===== src/rtl/des_cbc_sched_if.sv =====
// Channel-side request/response bundle and DES core port bundle for des_cbc_sched.
interface des_cbc_sched_if #(
  parameter int NCH = 4
);
  localparam int CW = (NCH > 1) ? $clog2(NCH) : 1;

  logic [NCH-1:0]    in_valid;
  logic [NCH-1:0]    in_ready;
  logic [NCH-1:0]    in_first;
  logic [64*NCH-1:0] in_data;
  logic [64*NCH-1:0] in_key;
  logic [64*NCH-1:0] in_iv;

  logic [63:0]       des_id;
  logic [63:0]       des_key;
  logic              des_invalid;
  logic [63:0]       des_od;
  logic              des_outvalid;

  logic              out_valid;
  logic [63:0]       out_data;
  logic [CW-1:0]     out_ch;
  logic              err;

  modport slave (
    input  in_valid, in_first, in_data, in_key, in_iv, des_od, des_outvalid,
    output in_ready, des_id, des_key, des_invalid, out_valid, out_data, out_ch, err
  );

  modport master (
    output in_valid, in_first, in_data, in_key, in_iv, des_od, des_outvalid,
    input  in_ready, des_id, des_key, des_invalid, out_valid, out_data, out_ch, err
  );
endinterface


===== src/rtl/des_cbc_sched.sv =====
// Round-robin scheduler sharing one pipelined DES core among NCH CBC channels,
// with per-channel chaining state and an in-order channel tag FIFO.
module des_cbc_sched #(
  parameter int NCH     = 4,
  parameter int CORELAT = 18
) (
  input  logic           clk,
  input  logic           rst,
  des_cbc_sched_if.slave bus
);
  localparam int CW     = (NCH > 1) ? $clog2(NCH) : 1;
  localparam int DATA_W = 64;
  localparam int DCW    = $clog2(CORELAT + 2);
  localparam int QCW    = $clog2(NCH + 1);

  function automatic logic [CW-1:0] wrap_add(input logic [CW-1:0] a, input int b);
    int s;
    s = int'(a) + b;
    if (s >= NCH) s = s - NCH;
    return CW'(s);
  endfunction

  function automatic logic [DATA_W-1:0] cbc_whiten(input logic [DATA_W-1:0] pt,
                                                   input logic [DATA_W-1:0] iv,
                                                   input logic [DATA_W-1:0] chain,
                                                   input logic              first);
    return pt ^ (first ? iv : chain);
  endfunction

  logic [NCH-1:0]    r_busy;
  logic [CW-1:0]     r_rr;
  logic [DCW-1:0]    r_drain;
  logic [CW-1:0]     r_tag [NCH];
  logic [CW-1:0]     r_wr;
  logic [CW-1:0]     r_rd;
  logic [QCW-1:0]    r_cnt;
  logic              r_err;
  logic [DATA_W-1:0] r_chain [NCH];

  logic              vld_p0;
  logic [DATA_W-1:0] r_des_id_p0;
  logic [DATA_W-1:0] r_des_key_p0;

  logic              vld_p1;
  logic [DATA_W-1:0] r_out_data_p1;
  logic [CW-1:0]     r_out_ch_p1;

  logic              w_draining;
  logic [NCH-1:0]    w_elig;
  logic              w_gnt;
  logic [CW-1:0]     w_gch;
  logic [DATA_W-1:0] w_pt;
  logic [DATA_W-1:0] w_key;
  logic [DATA_W-1:0] w_iv;
  logic [DATA_W-1:0] w_chain;
  logic              w_first;
  logic              w_ret;
  logic              w_pop;
  logic              w_orphan;
  logic [CW-1:0]     w_rch;

  // The core has no reset: hold off issue until anything it still carries has flushed out.
  assign w_draining = (r_drain != '0);
  assign w_elig     = bus.in_valid & ~r_busy & {NCH{~w_draining & ~rst}};

  // Scan downward so the eligible channel closest to the pointer wins.
  always_comb begin
    w_gnt = 1'b0;
    w_gch = r_rr;
    for (int k = NCH - 1; k >= 0; k--) begin
      if (w_elig[wrap_add(r_rr, k)]) begin
        w_gnt = 1'b1;
        w_gch = wrap_add(r_rr, k);
      end
    end
  end

  assign bus.in_ready = w_gnt ? (NCH'(1) << w_gch) : '0;

  always_comb begin
    w_pt    = '0;
    w_key   = '0;
    w_iv    = '0;
    w_chain = '0;
    w_first = 1'b0;
    for (int i = 0; i < NCH; i++) begin
      if (w_gch == CW'(i)) begin
        w_pt    = bus.in_data[DATA_W*i +: DATA_W];
        w_key   = bus.in_key[DATA_W*i +: DATA_W];
        w_iv    = bus.in_iv[DATA_W*i +: DATA_W];
        w_chain = r_chain[i];
        w_first = bus.in_first[i];
      end
    end
  end

  assign w_ret    = bus.des_outvalid & ~w_draining;
  assign w_pop    = w_ret & (r_cnt != '0);
  assign w_orphan = w_ret & (r_cnt == '0);
  assign w_rch    = r_tag[r_rd];

  always_ff @(posedge clk) begin
    if (rst) begin
      r_busy  <= '0;
      r_rr    <= '0;
      r_drain <= DCW'(CORELAT + 1);
      r_wr    <= '0;
      r_rd    <= '0;
      r_cnt   <= '0;
      r_err   <= 1'b0;
      vld_p0  <= 1'b0;
      vld_p1  <= 1'b0;
    end else begin
      if (w_draining) r_drain <= r_drain - 1'b1;
      vld_p0 <= w_gnt;
      vld_p1 <= w_pop;
      if (w_orphan) r_err <= 1'b1;
      if (w_gnt) begin
        r_rr <= wrap_add(w_gch, 1);
        r_wr <= wrap_add(r_wr, 1);
      end
      if (w_pop) r_rd <= wrap_add(r_rd, 1);
      if (w_gnt && !w_pop)      r_cnt <= r_cnt + 1'b1;
      else if (!w_gnt && w_pop) r_cnt <= r_cnt - 1'b1;
      // A returning channel is never the one being granted: it is still busy this cycle.
      for (int i = 0; i < NCH; i++) begin
        if (w_pop && (w_rch == CW'(i))) r_busy[i] <= 1'b0;
        if (w_gnt && (w_gch == CW'(i))) r_busy[i] <= 1'b1;
      end
    end
  end

  // p0: whitened block and key presented to the core
  always_ff @(posedge clk) begin
    if (w_gnt) begin
      r_des_id_p0  <= cbc_whiten(w_pt, w_iv, w_chain, w_first);
      r_des_key_p0 <= w_key;
      r_tag[r_wr]  <= w_gch;
    end
  end

  // p1: ciphertext returned by the core, tagged with its channel
  always_ff @(posedge clk) begin
    if (w_pop) begin
      r_chain[w_rch] <= bus.des_od;
      r_out_data_p1  <= bus.des_od;
      r_out_ch_p1    <= w_rch;
    end
  end

  assign bus.des_id      = r_des_id_p0;
  assign bus.des_key     = r_des_key_p0;
  assign bus.des_invalid = vld_p0;
  assign bus.out_valid   = vld_p1;
  assign bus.out_data    = r_out_data_p1;
  assign bus.out_ch      = r_out_ch_p1;
  assign bus.err         = r_err;
endmodule


===== src/flat_wrapper.sv =====
// flat-port wrapper written by rule: the top's interface ports become plain ports
module des_cbc_sched_flat 
#(
  parameter int NCH     = 4,
  parameter int CORELAT = 18
)
  (clk, rst, bus_in_valid, bus_in_first, bus_in_data, bus_in_key, bus_in_iv, bus_des_od, bus_des_outvalid, bus_in_ready, bus_des_id, bus_des_key, bus_des_invalid, bus_out_valid, bus_out_data, bus_out_ch, bus_err);
  des_cbc_sched_if #(.NCH(NCH)) bus_i ();
  input  logic clk;
  input  logic rst;
  input wire logic [$bits(bus_i.in_valid)-1:0] bus_in_valid;
  input wire logic [$bits(bus_i.in_first)-1:0] bus_in_first;
  input wire logic [$bits(bus_i.in_data)-1:0] bus_in_data;
  input wire logic [$bits(bus_i.in_key)-1:0] bus_in_key;
  input wire logic [$bits(bus_i.in_iv)-1:0] bus_in_iv;
  input wire logic [$bits(bus_i.des_od)-1:0] bus_des_od;
  input wire logic [$bits(bus_i.des_outvalid)-1:0] bus_des_outvalid;
  output wire logic [$bits(bus_i.in_ready)-1:0] bus_in_ready;
  output wire logic [$bits(bus_i.des_id)-1:0] bus_des_id;
  output wire logic [$bits(bus_i.des_key)-1:0] bus_des_key;
  output wire logic [$bits(bus_i.des_invalid)-1:0] bus_des_invalid;
  output wire logic [$bits(bus_i.out_valid)-1:0] bus_out_valid;
  output wire logic [$bits(bus_i.out_data)-1:0] bus_out_data;
  output wire logic [$bits(bus_i.out_ch)-1:0] bus_out_ch;
  output wire logic [$bits(bus_i.err)-1:0] bus_err;
  assign bus_i.in_valid = bus_in_valid;
  assign bus_i.in_first = bus_in_first;
  assign bus_i.in_data = bus_in_data;
  assign bus_i.in_key = bus_in_key;
  assign bus_i.in_iv = bus_in_iv;
  assign bus_i.des_od = bus_des_od;
  assign bus_i.des_outvalid = bus_des_outvalid;
  assign bus_in_ready = bus_i.in_ready;
  assign bus_des_id = bus_i.des_id;
  assign bus_des_key = bus_i.des_key;
  assign bus_des_invalid = bus_i.des_invalid;
  assign bus_out_valid = bus_i.out_valid;
  assign bus_out_data = bus_i.out_data;
  assign bus_out_ch = bus_i.out_ch;
  assign bus_err = bus_i.err;
  des_cbc_sched #(.NCH(NCH), .CORELAT(CORELAT)) u_core (.clk(clk), .rst(rst), .bus(bus_i));
endmodule

===== config.mk =====
export PLATFORM = sky130hd
export DESIGN_NAME = des_cbc_sched_flat
export DESIGN_NICKNAME = d
export VERILOG_FILES = /design/src/rtl/des_cbc_sched_if.sv /design/src/rtl/des_cbc_sched.sv /design/src/flat_wrapper.sv
export SDC_FILE = /design/constraint.sdc
export NUM_CORES = 1
export LEC_CHECK = 0
export ABC_AREA = 1
export CORE_AREA = 3 3 400 402
export DETAILED_ROUTE_END_ITERATION = 7
export DIE_AREA = 0 0 403 405
export GPL_TIMING_DRIVEN = 1
export PLACE_DENSITY = 0.46
export SYNTH_ARGS = -nofsm -noshare
export SYNTH_HDL_FRONTEND = slang
export SYNTH_SLANG_ARGS = --single-unit

===== constraint.sdc =====
create_clock -name clk -period 6.21 [get_ports clk]
set_clock_uncertainty 0.1 [all_clocks]
set_input_delay 0.621 -clock clk [delete_from_list [all_inputs] [get_ports clk]]
set_output_delay 0.621 -clock clk [all_outputs]
set_load 0.005 [all_outputs]

==> flow_summary.yaml, run 1 <==
run_status:
  outcome: "completed"
global_routing:
  number_of_global_route_vias_before_repair: 22600
  grt_pass1_wl_um: 185000
  antenna_found_initial: 70
  groute.usage.overall: 0.162
  grt_overflow_total: 0
  grt_max_degree: 137
drt:
  vias_per_cell: 4.11
  maxUsedRoutingLayer: "met5"
  antenna_violating_nets_post_route: 0
  dr_wl_met3_um: 11800
  drc: 0
  routed-via-count: 22400
  totalWireLength_um: 139000
  wl_met1_um: 52900
  post_drt_wl_per_cell_um: 25.4
  number_of_detailed_routing_iterations_run_before_antenna_repair: 5
  detailedRoute.firstIterationViolations: 1866
  route.met2.wl_um: 69400
hold_path:
  hold_class: "flop to flop"
finish:
  design.final.nets: 4189
  final_util: 0.248
  final_layout_size_suffix_gt1_frac: 0.0594
  final_cells: 5462
  area_growth_pct: 63.3
  post-route-cell-area_um2: 38800
  layout_commonest_cell: "sky130_fd_sc_hd__clkdlybuf4s50_1"
  most_frequent_cells_in_the_layout: "sky130_fd_sc_hd__clkdlybuf4s50_1, sky130_fd_sc_hd__nand2_1, sky130_fd_sc_hd__edfxtp_1"
placed_design:
  dpl.cell_count: 5322
  dpl_cell_area_um2: 36600
  placement.io_buffers: 1043
  globalplace.congestion: 0.837
  detailed_place_hpwl_um: 108000
  dp_worst_setup_slack_ps: 628
worst_setup_path:
  worst-path-max-fanout: 33
  r2r_start: "u_core.r_drain[0]$_SDFFE_PP1P_"
  critical_path.startpoint_type: "primary input"
  timing_worst_setup_path_type: "primary input to primary output"
  timing.critical_path.arrival_ps: 4410
  critical_path.startpoint: "rst"
  end_of_the_worst_register_to_register_path: "u_core.bus.des_id[56]$_DFFE_PP_"
  timing.critical_path.to: "bus_in_ready[3]"
  critPathRequiredTime_ps: 5490
  setup.reg_to_reg.worst_slack_ps: 1410
  critical_path.endpoint_type: "primary output"
  reg2regPathDepth: 22
logic_synthesis:
  synth_area_per_cell_um2: 10.2
  post_synth_instance_area_um2: 23700
  synthesis.nets: 3191
  synth_seq_cells: 481
  post_synth_num_cell_types: 34
  post-synth-top-area-fraction: 0.580
  synth.top_cells.by_area: "sky130_fd_sc_hd__edfxtp_1, sky130_fd_sc_hd__nand2_1, sky130_fd_sc_hd__o21ai_0"
  synth.yosys.seq_area_share: 0.599
  synth.largest_area_cell: "sky130_fd_sc_hd__edfxtp_1"
  synth_warnings: 0
  synthCells: 2336
timing:
  fin_crit_sh: 0.826
  finalCriticalPeriod_ps: 5130
  max_slew_margin: 0.299
  max_slew.worst_pin.slew_ps: 1040
  finalMaxSlewViolations: 0
  hold_viol: 0
  rsz_0062_raised_after_global_routing: "no"
  timing.final.ws_setup_ps: 1080
  finalSetupViolations: 0
  fmax_ghz: 0.195
pwr:
  power-per-cell-area_nw_per_um2: 564
  power_leakage_nw: 13.2
  power.total_mw: 21.8
  power.ir.vdd_worst_mv: 0.521
floorplan:
  placementRows: 145
  total_die_area_um2: 163000
  core_um2: 156000
  dieWidth_um: 403
  io-pin-count: 1044
  initial_utilization: 0.152
  die_height_um: 405
clock_tree:
  cts_tree: "built"
  cts_inserted_buffers: 68
  clock_insertion_delay_worst_skew_ps: 630
  postCtsHoldBufs: 0
  post-cts-setup-buffer-count: 0
  clock-sinks: 481
  clk_root_buffer_cell: "sky130_fd_sc_hd__clkbuf_16"
  htree_num_levels: 3
  cts.reportedPaths.clkPinSlew_ps: 50
  clock_tree.buffer_depth: 3
  postCtsResizedCells: 0
run:
  maxCapViolCount: 0
==> through the flow <==
step | setup TNS [ps] | hold slack [ps]
after CTS | 0 | 365
final | 0 | 364
after detailed placement | 0 | 357
after floorplan | -45780 | 336
after global routing | 0 | 388
after global placement | 0 | 353
==> power breakdown <==
group          switching (mW)  internal (mW)
registers               0.253           4.82
logic                    8.00           4.98
clock network            1.59           2.21
total                    9.84           12.0
==> cells in the mapped netlist <==
cell type and number:
sky130_fd_sc_hd__nor2_2 1, sky130_fd_sc_hd__buf_4 34, sky130_fd_sc_hd__nor3_1 4, sky130_fd_sc_hd__nor2_1 87, sky130_fd_sc_hd__o21ai_2 11, sky130_fd_sc_hd__nor2_4 1, sky130_fd_sc_hd__buf_6 6, sky130_fd_sc_hd__clkbuf_1 76
sky130_fd_sc_hd__a22oi_1 64, sky130_fd_sc_hd__a221oi_1 64, sky130_fd_sc_hd__buf_1 7, sky130_fd_sc_hd__nand2_1 623, sky130_fd_sc_hd__a32oi_1 2, sky130_fd_sc_hd__dfxtp_1 23, sky130_fd_sc_hd__xnor2_1 66, sky130_fd_sc_hd__nand4_1 8
sky130_fd_sc_hd__a22oi_2 1, sky130_fd_sc_hd__a31oi_1 1, sky130_fd_sc_hd__nand3_1 135, sky130_fd_sc_hd__a21oi_1 16, sky130_fd_sc_hd__clkinv_1 1, sky130_fd_sc_hd__o21ai_0 246, sky130_fd_sc_hd__inv_1 40, sky130_fd_sc_hd__edfxtp_1 458
sky130_fd_sc_hd__buf_2 67, sky130_fd_sc_hd__nand2_2 2, sky130_fd_sc_hd__xor2_1 3, sky130_fd_sc_hd__ha_1 11, sky130_fd_sc_hd__fa_1 1, sky130_fd_sc_hd__o21ai_1 142, sky130_fd_sc_hd__a21oi_2 1, sky130_fd_sc_hd__o31ai_1 64
sky130_fd_sc_hd__inv_2 6, sky130_fd_sc_hd__o211ai_1 64
==> worst min-delay path by stage <==
stage,cells past startpoint,endpoint,slack [ps],startpoint
6_report,2,u_core.r_busy[3]$_SDFFE_PP0P_,360,u_core.r_busy[3]$_SDFFE_PP0P_
5_1_grt,2,u_core.r_busy[0]$_SDFFE_PP0P_,390,u_core.r_busy[0]$_SDFFE_PP0P_
4_1_cts,2,u_core.r_busy[3]$_SDFFE_PP0P_,370,u_core.r_busy[3]$_SDFFE_PP0P_
3_5_place_dp,2,u_core.r_busy[3]$_SDFFE_PP0P_,360,u_core.r_busy[3]$_SDFFE_PP0P_
3_3_place_gp,2,flop,350,u_core.r_rd[1]$_SDFFE_PP0P_
2_1_floorplan,2,flop,340,u_core.r_rd[1]$_SDFFE_PP0P_
==> sequential cells by signal (all words and copies together), names as in the netlist, named ones only <==
| name | flops |
|---|---|
| u_core.bus.out_valid | 1 |
| u_core.bus.err | 1 |
| u_core.bus.des_id | 64 |
| u_core.bus.des_key | 64 |
| u_core.r_rd | 2 |
| u_core.r_rr | 2 |
| u_core.r_tag | 8 |
| u_core.r_cnt | 3 |
| u_core.r_busy | 4 |
| u_core.bus.out_data | 64 |
| u_core.bus.out_ch | 2 |
| u_core.r_chain | 256 |
| u_core.r_drain | 5 |
| u_core.r_wr | 2 |
| u_core.bus.des_invalid | 1 |
==> metal layers <==
metal,GRT usage,up-vias
met3,0.0573,199
met4,0.0687,30
met2,0.280,964
met1,0.181,10700
li1,-,10500
met5,0,-
==> area by class of cell <==
type	instances	area, µm²
Antenna cell	22	55.1
Clock buffer	83	1780
Timing Repair Buffer	1118	11200
Tap cell	2058	2570
Clock inverter	35	332
Fill cell	16800	118000
Sequential cell	481	14200
Multi-Input combinational cell	1618	8450
Inverter	47	204
==> worst max-delay path, cell delays in order <==
cell and delay [ps]:
sky130_fd_sc_hd__clkdlybuf4s50_1 480, sky130_fd_sc_hd__clkinv_1 410, sky130_fd_sc_hd__nand4_1 320, sky130_fd_sc_hd__nand2_1 110, sky130_fd_sc_hd__nand2_1 120, sky130_fd_sc_hd__nand2_1 90, sky130_fd_sc_hd__inv_1 70, sky130_fd_sc_hd__o21ai_0 90
sky130_fd_sc_hd__nand3_1 100, sky130_fd_sc_hd__nand2_1 140, sky130_fd_sc_hd__inv_1 250, sky130_fd_sc_hd__ha_4 430, sky130_fd_sc_hd__buf_4 400, sky130_fd_sc_hd__nand2_1 150, sky130_fd_sc_hd__inv_1 80, sky130_fd_sc_hd__clkdlybuf4s50_1 520
==> cell families after synthesis <==
kind of cell / synth area share
fa+ha+maj: 0.00664
flops: 0.599
buf+inv: 0.0483
xor+xnor: 0.0255
simple gates: 0.145
compound gates: 0.176
No activity file was read; power rests on OpenSTA's default activity.
==> run 2: changes to the inputs <==
==> constraint.sdc (replaced) <==
create_clock -name clk -period 4.55 [get_ports clk]
set_clock_uncertainty 0.1 [all_clocks]
set_input_delay 0.455 -clock clk [delete_from_list [all_inputs] [get_ports clk]]
set_output_delay 0.455 -clock clk [all_outputs]
set_load 0.005 [all_outputs]
==> run 2 against run 1 <==
  * Critical path depth is 2 higher
  * Sequential cell count did not move
  * Sequential power is 35% higher
  * Worst setup slack got worse by 740 ps
  * Non-clock buffer count up 45
  * Critical endpoint is now bus_in_ready[2]
  * Utilization grew 0.44 points
==> flow_summary.yaml, run 2 (same netlist as run 1, synthesis figures left out) <==
run_status:
  outcome: "completed"
floorplan:
  io-pin-count: 1044
  total_die_area_um2: 163000
  placementRows: 145
  dieWidth_um: 403
  initial_utilization: 0.152
  die_height_um: 405
  core_um2: 156000
clock_tree:
  cts.reportedPaths.clkPinSlew_ps: 60
  clk_root_buffer_cell: "sky130_fd_sc_hd__clkbuf_16"
  cts_tree: "built"
  clock_tree.buffer_depth: 3
  cts_inserted_buffers: 66
  clock_insertion_delay_worst_skew_ps: 630
  clock-sinks: 481
  htree_num_levels: 3
  postCtsHoldBufs: 0
worst_setup_path:
  timing.critical_path.arrival_ps: 3650
  critical_path.endpoint_type: "primary output"
  critical_path.startpoint_type: "flop"
  worst-path-max-fanout: 90
  setup.reg_to_reg.worst_slack_ps: 460
  timing_worst_setup_path_type: "flop to primary output"
  critPathRequiredTime_ps: 3990
pwr:
  power-per-cell-area_nw_per_um2: 792
  pwr-share-comb: 0.607
  power.switching_mw: 13.7
  swShare: 0.440
  share_clk_of_total_power: 0.172
  seq_power_share: 0.220
  power_leakage_nw: 13.5
  power.internal_mw: 17.5
  power.ir.vdd_worst_mv: 0.617
placed_design:
  globalplace.congestion: 0.850
  detailed_place_hpwl_um: 107000
  dpl.cell_count: 5367
  placement.io_buffers: 1043
  dp_worst_setup_slack_ps: -28.1
global_routing:
  groute.usage.overall: 0.158
  antenna_found_initial: 53
  grt_max_degree: 131
  number_of_global_route_vias_before_repair: 22200
  grt_pass1_wl_um: 181000
  grt_overflow_total: 0
drt:
  post_drt_wl_per_cell_um: 24.6
  number_of_detailed_routing_iterations_run_before_antenna_repair: 5
  detailedRoute.firstIterationViolations: 1358
  totalWireLength_um: 135000
  routed-via-count: 22200
  drc: 0
  vias_per_cell: 4.04
  antenna_violating_nets_post_route: 0
finish:
  most_frequent_cells_in_the_layout: "sky130_fd_sc_hd__clkdlybuf4s50_1, sky130_fd_sc_hd__nand2_1, sky130_fd_sc_hd__edfxtp_1"
  design.final.nets: 4232
  layout_commonest_cell: "sky130_fd_sc_hd__clkdlybuf4s50_1"
  final_cells: 5498
  area_growth_pct: 66.2
  final_layout_size_suffix_gt1_frac: 0.0735
  largest-register: "u_core.r_chain"
  largest_register_ffs: 256
timing:
  setup_tns_ps: 0
  max_slew_margin: 0.240
  rsz_0062_raised_after_global_routing: "yes"
  hold_viol: 0
  max_slew.worst_pin.slew_ps: 1130
  finalSetupViolations: 0
  fin_crit_sh: 0.925
  fin_worst_hold_slack_ps: 360
  finalCriticalPeriod_ps: 4210
  fmax_ghz: 0.238
  timing.final.ws_setup_ps: 343
  finalMaxSlewViolations: 0
hold_path:
  hold_class: "flop to flop"
run:
  maxCapViolCount: 0
run 2: changes by cell type in the layout (fill, tap and decap cells not counted), sizes merged:
cell and change:
diode -11, buf +45, clkinvlp -4, inv +2
bufinv +5, clkinv -1
run 2: worst max-delay path, stage by stage (launching register included):
cell and delay [ps]:
sky130_fd_sc_hd__dfxtp_1 310, sky130_fd_sc_hd__inv_1 120, sky130_fd_sc_hd__ha_1 160, sky130_fd_sc_hd__nand2_1 80
sky130_fd_sc_hd__nor2_4 180, sky130_fd_sc_hd__nand4_1 140, sky130_fd_sc_hd__nand2_1 130, sky130_fd_sc_hd__nand2_1 100
sky130_fd_sc_hd__nand2_1 110, sky130_fd_sc_hd__inv_1 60, sky130_fd_sc_hd__o21ai_0 60, sky130_fd_sc_hd__nand3_1 100
sky130_fd_sc_hd__nand2_1 130, sky130_fd_sc_hd__buf_4 140, sky130_fd_sc_hd__ha_4 190, sky130_fd_sc_hd__buf_16 310
sky130_fd_sc_hd__nand2_2 110, sky130_fd_sc_hd__inv_1 60, sky130_fd_sc_hd__clkdlybuf4s50_1 500
run 2: cell type report:
type | count | area (µm²)
well taps | 2058 | 2570
inverters | 47 | 204
flip-flops and latches | 481 | 14200
clock inverters | 37 | 464
diodes | 11 | 27.5
clock buffers | 83 | 1760
repair buffers | 1163 | 11700
multi-input cells | 1618 | 8450
fillers | 16700 | 117000
run 2: layer usage:
metal | wire, µm | vias to the layer above | part of all wire | global-route usage
met1 | 53000 | 10600 | 0.39 | 0.181
met2 | 69300 | 859 | 0.51 | 0.287
li1 | - | 10600 | - | -
met3 | 9730 | 175 | 0.072 | 0.0484
met5 | 195 | - | 0.0014 | 0
met4 | 3070 | 32 | 0.023 | 0.0371
run 2: worst paths after layout:
kind | depth (start not counted) | start | to
worst max register to register | 27 | u_core.r_drain[0]$_SDFFE_PP1P_ | u_core.bus.des_id[52]$_DFFE_PP_
worst max-delay path | 18 | u_core.r_drain[0]$_SDFFE_PP1P_ | bus_in_ready[2]
worst min-delay path | 2 | u_core.r_rd[1]$_SDFFE_PP0P_ | flop
worst min register to register | 2 | u_core.r_rd[1]$_SDFFE_PP0P_ | flop
run 2: repair_timing:
action	in CTS	in global routing
setup buffers	0	1
gates resized for setup	1	6
pin swaps	0	3
endpoints found under the setup margin	2	7
gates cloned	0	0
run 2: power by group through the flow:
stage / Sequential, mW / Combinational [mW] / Clock, mW
6_report: 6.88 / 19.0 / 5.38
3_3_place_gp: 6.98 / 19.4 / 0
5_1_grt: 6.95 / 21.0 / 5.75
4_1_cts: 6.90 / 19.6 / 5.60
3_5_place_dp: 6.98 / 19.5 / 0
2_1_floorplan: 6.93 / 10.1 / 0
run 2: stage by stage:
step / total power [mW] / instance area [µm²] / util
2_1_floorplan: 17.0 / 23700 / -
3_3_place_gp: 26.4 / 37200 / 0.238
3_5_place_dp: 26.5 / 37200 / 0.238
4_1_cts: 32.1 / 39400 / 0.252
5_1_grt: 33.7 / 39400 / 0.252
6_report: 31.2 / 39400 / 0.252
